## config.mk

```make
export PLATFORM = sky130hd
export DESIGN_NAME = abc_adder_arb
export DESIGN_NICKNAME = d
export VERILOG_FILES = /design/src/rtl/abc_adder_pkg.sv /design/src/rtl/abc_rsp_pipe.sv /design/src/rtl/abc_adder_arb.sv
export SDC_FILE = /design/constraint.sdc
export NUM_CORES = 1
export LEC_CHECK = 0
export ABC_CLOCK_PERIOD_IN_PS = 1670
export CAP_MARGIN = 20
export CORE_AREA = 10 10 150 152
export DETAILED_ROUTE_END_ITERATION = 16
export DIE_AREA = 0 0 160 162
export PLACE_DENSITY = 0.57
export REMOVE_ABC_BUFFERS = 1
export SLEW_MARGIN = 20
export SYNTH_ARGS = -nofsm -noshare
export SYNTH_HDL_FRONTEND = slang
export SYNTH_HIERARCHICAL = 1
export SYNTH_SLANG_ARGS = --single-unit
```

## constraint.sdc

```tcl
create_clock -name clk -period 1.67 [get_ports clk]
set_clock_uncertainty 0.15 [all_clocks]
set_input_delay 0.2505 -clock clk [delete_from_list [all_inputs] [get_ports clk]]
set_output_delay 0.2505 -clock clk [all_outputs]
set_load 0.05 [all_outputs]
```

## src/rtl/abc_adder_pkg.sv

```systemverilog
// Shared types for the adder arbiter: requester id and the in-flight pipe entry.
package abc_adder_pkg;

    localparam int TAG_W_DEF = 4;
    // Pipe entries carry the widest supported tag; the top narrows it back to TAG_W.
    localparam int TAG_MAX   = 16;

    typedef logic req_id_t;

    typedef struct packed {
        logic               valid;
        req_id_t            req_id;
        logic [TAG_MAX-1:0] tag;
    } pipe_entry_t;

endpackage

```

## src/rtl/abc_rsp_pipe.sv

```systemverilog
// LAT-deep delay line that tracks which requester owns the sum emerging from the adder.
module abc_rsp_pipe
    import abc_adder_pkg::*;
#(
    parameter int LAT = 1
) (
    input  logic        clk,
    input  logic        clr,
    input  pipe_entry_t din,
    output pipe_entry_t dout,
    output logic        busy
);

    pipe_entry_t stg [LAT];

    always_ff @(posedge clk) begin
        if (clr) begin
            for (int i = 0; i < LAT; i++) stg[i] <= '0;
        end else begin
            stg[0] <= din;
            for (int i = 1; i < LAT; i++) stg[i] <= stg[i-1];
        end
    end

    assign dout = stg[LAT-1];

    always_comb begin
        busy = 1'b0;
        for (int i = 0; i < LAT; i++) busy = busy | stg[i].valid;
    end

endmodule

```

## src/rtl/abc_adder_arb.sv

```systemverilog
// Two-requester round-robin arbiter in front of an external shared 3-input adder.
module abc_adder_arb
    import abc_adder_pkg::*;
#(
    parameter int LAT   = 1,
    parameter int TAG_W = TAG_W_DEF
) (
    input  logic             clk,
    input  logic             rst,
    input  logic             r0_valid,
    output logic             r0_ready,
    input  logic [31:0]      r0_a,
    input  logic [31:0]      r0_b,
    input  logic [31:0]      r0_c,
    input  logic             r0_cin,
    input  logic [TAG_W-1:0] r0_tag,
    input  logic             r1_valid,
    output logic             r1_ready,
    input  logic [31:0]      r1_a,
    input  logic [31:0]      r1_b,
    input  logic [31:0]      r1_c,
    input  logic             r1_cin,
    input  logic [TAG_W-1:0] r1_tag,
    input  logic             flush,
    output logic [31:0]      add_a,
    output logic [31:0]      add_b,
    output logic [31:0]      add_c,
    output logic             add_cin,
    input  logic [31:0]      add_s,
    output logic             rsp0_valid,
    output logic [31:0]      rsp0_s,
    output logic [TAG_W-1:0] rsp0_tag,
    output logic             rsp1_valid,
    output logic [31:0]      rsp1_s,
    output logic [TAG_W-1:0] rsp1_tag,
    output logic             busy
);

    req_id_t     prio;
    logic        gnt0, gnt1;
    logic        pipe_busy;
    pipe_entry_t din, dout;

    // Requester equal to prio wins a tie; a lone requester always wins.
    always_comb begin
        gnt0 = 1'b0;
        gnt1 = 1'b0;
        if (!rst && !flush) begin
            if (r0_valid && (!r1_valid || prio == 1'b0)) gnt0 = 1'b1;
            else if (r1_valid)                            gnt1 = 1'b1;
        end
    end

    assign r0_ready = gnt0;
    assign r1_ready = gnt1;

    always_ff @(posedge clk) begin
        if (rst)       prio <= 1'b0;
        else if (gnt0) prio <= 1'b1;
        else if (gnt1) prio <= 1'b0;
    end

    always_comb begin
        add_a   = '0;
        add_b   = '0;
        add_c   = '0;
        add_cin = 1'b0;
        din     = '0;
        if (gnt0) begin
            add_a   = r0_a;
            add_b   = r0_b;
            add_c   = r0_c;
            add_cin = r0_cin;
            din     = '{valid: 1'b1, req_id: 1'b0, tag: TAG_MAX'(r0_tag)};
        end else if (gnt1) begin
            add_a   = r1_a;
            add_b   = r1_b;
            add_c   = r1_c;
            add_cin = r1_cin;
            din     = '{valid: 1'b1, req_id: 1'b1, tag: TAG_MAX'(r1_tag)};
        end
    end

    abc_rsp_pipe #(.LAT(LAT)) u_pipe (
        .clk  (clk),
        .clr  (rst || flush),
        .din  (din),
        .dout (dout),
        .busy (pipe_busy)
    );

    // Responses are masked during reset so a dropped op can never strobe out.
    always_comb begin
        rsp0_valid = !rst && dout.valid && (dout.req_id == 1'b0);
        rsp1_valid = !rst && dout.valid && (dout.req_id == 1'b1);
        rsp0_s     = rsp0_valid ? add_s : '0;
        rsp1_s     = rsp1_valid ? add_s : '0;
        rsp0_tag   = rsp0_valid ? TAG_W'(dout.tag) : '0;
        rsp1_tag   = rsp1_valid ? TAG_W'(dout.tag) : '0;
        busy       = !rst && pipe_busy;
    end

endmodule

```

==> qor.txt <==
maxcap violations - 0
Core ar. - 19400 um2
initial antenna violation count - 4
Avg Synthesized Cell Area - 7.78 um2
startpoint types - register
Total Power - 2.65 mW
first-pass GRT wire length - 32000 um
Final WS setup - -0.358 ns
Die H - 162 um
Hold Crit Class - primary input to register
gr ovfl total - 0
total negative slack - -47.28 ns
Max transition margin - 77.2%
Synth Cell Area - 1810 um2
met1 Use GR - 17.2%
status - finished with violations
Final Cycle Share - 121%
critical path arrival - 1.63 ns
Total Wirelength - 24500 um
Crit Path Max Fanout - 7
GP Congestion - 0.822
clk sink count - 7
crit path time final - 2.03 ns
boundary pin count - 413
GRT Total Usage - 16.4%
Post-Synthesis Cells - 233
Leak - 4.09 nW
Fin. Hold Viols - 0
RSZ-0062 raised after global routing - yes
buffers added on ports - 412
Num CTS Buffers - 3
worst-skew pair later-pin latency - 0.23 ns
vias in the first global route - 4236
Pre-antenna DRT Iters - 4
area grow syn2layout - 437%
Final Util - 50.2%
CTS tree - yes
met3 Usage GRT - 8.34%
DR DRC count - 0
Top Usage Layer GRT - met2
FMAX - 493 MHz
Post-DP Area - 8090 um2
largest net degree at the start of global routing - 25
Pwr Density - 272 nW/um2
Critical Path RT - 1.27 ns
post-route cell area - 9740 um2
vias per cell - 4.10
Root Driver - clkbuf_16
vias - 3909
DP Worst Slack - -0.594 ns
Reg clk slew, reported paths - 0.04 ns
number of routed nets with antenna violations - 0
die area - 25900 um2
nets@finish - 924
M2 GR Usage - 29.1%
failing checks - setup timing
Worst setup EP type - output pin
num rows - 51
WL/cell - 25.7 um
Initial DRC Count - 127
Initial Utilization - 9.35%
HPWL after DPL - 19000 um
Setup violations, final - 176
H-tree lvl count - 1
fin. max-slew vios - 0
clk buf depth - 2
share of layout cells above drive strength 1 - 57.3%
maximum VDD drop - 198 uV
worst slew pin tran - 0.342 ns
crit path kind - register to output pin
Yosys Warn Count - 6
die width - 160 um
[sequential cells by signal, summed over array words and instances, names as in the netlist]
register,count
prio,1
u_pipe/stg,6
[path summary, 6_finish.rpt]
path	start	endpoint	slack (ns)	cells past startpoint
hold / removal	rst	prio$_SDFFE_PP0P_	0.20	3
hold reg to reg	prio$_SDFFE_PP0P_	prio$_SDFFE_PP0P_	0.37	2
setup / recovery	prio$_SDFFE_PP0P_	add_a[20]	-0.36	6
setup reg to reg	prio$_SDFFE_PP0P_	u_pipe/stg[0][0]$_SDFF_PP0_	-0.10	7
[report_power, final]
part	switching, mW	leakage [nW]	internal (mW)
Combinational	0.865	3.99	1.20
Sequential	0.00305	0.0581	0.173
Clock	0.0979	0.0409	0.315
Total	0.966	4.09	1.69
[critical path, stage by stage (launching register included)]
cell and delay, ns:
dfxtp_2 0.33, nand2b_4 0.14, and3_4 0.23, buf_12 0.16, clkbuf_16 0.16, a22o_4 0.22
buf_12 0.14
[stage by stage]
| stage | cells | hold WS, ns |
|---|---|---|
| final | 953 | 0.198 |
| after global routing | 952 | 0.210 |
| after CTS | 932 | 0.186 |
| after detailed placement | 902 | 0.358 |
| after global placement | 902 | 0.356 |
| after floorplan | 200 | 0.173 |
[placed cells by master, fill, tap and decap left out]
| cell type | n |
|---|---|
| clkdlybuf4s50_1 | 234 |
| buf_12 | 188 |
| and2_4 | 72 |
| a22o_4 | 62 |
| a22o_1 | 39 |
| buf_6 | 20 |
| clkbuf_16 | 13 |
| buf_4 | 13 |
| buf_16 | 7 |
| and2b_1 | 5 |
| diode_2 | 4 |
| and3_4 | 4 |
| dfxtp_1 | 4 |
| nor2b_1 | 3 |
| dfxtp_2 | 3 |
| buf_8 | 2 |
| nand2_2 | 1 |
| nor2_4 | 1 |
| nand2b_4 | 1 |
| or2_1 | 1 |
| inv_1 | 1 |
| and3_1 | 1 |
| and3b_2 | 1 |
| nor3b_4 | 1 |
| o22ai_1 | 1 |
| nor2_1 | 1 |
| clkinv_2 | 1 |
| dlygate4sd2_1 | 1 |
| clkbuf_2 | 1 |
| buf_2 | 1 |
| clkdlybuf4s15_1 | 1 |
[repair_timing]
| action | 4_1_cts | 5_1_grt |
|---|---|---|
| cloned | 11 | 13 |
| buffers inserted | 16 | 9 |
| hold endpoints to repair | 0 | 0 |
| resized for setup | 109 | 87 |
| setup endpoints to repair | 177 | 176 |
| pin swaps | 29 | 38 |
| hold buffers | 0 | 0 |
[metal layers]
layer / routed length, um / share of wire, %
met4: 312 / 1.3
met2: 12800 / 52
met3: 2840 / 12
met1: 8500 / 35
met5: 0 / 0
[area by class of cell]
class                   instances  area [um2]
well taps                     265         332
clock inverters                 1        5.00
inverters                       1        3.75
diodes                          4        10.0
clock buffers                   3        75.1
fillers                      1676        9660
repair buffers                478        6930
flip-flops and latches          7         144
multi-input cells             194        2240
Power figures use the tool's default switching activity.
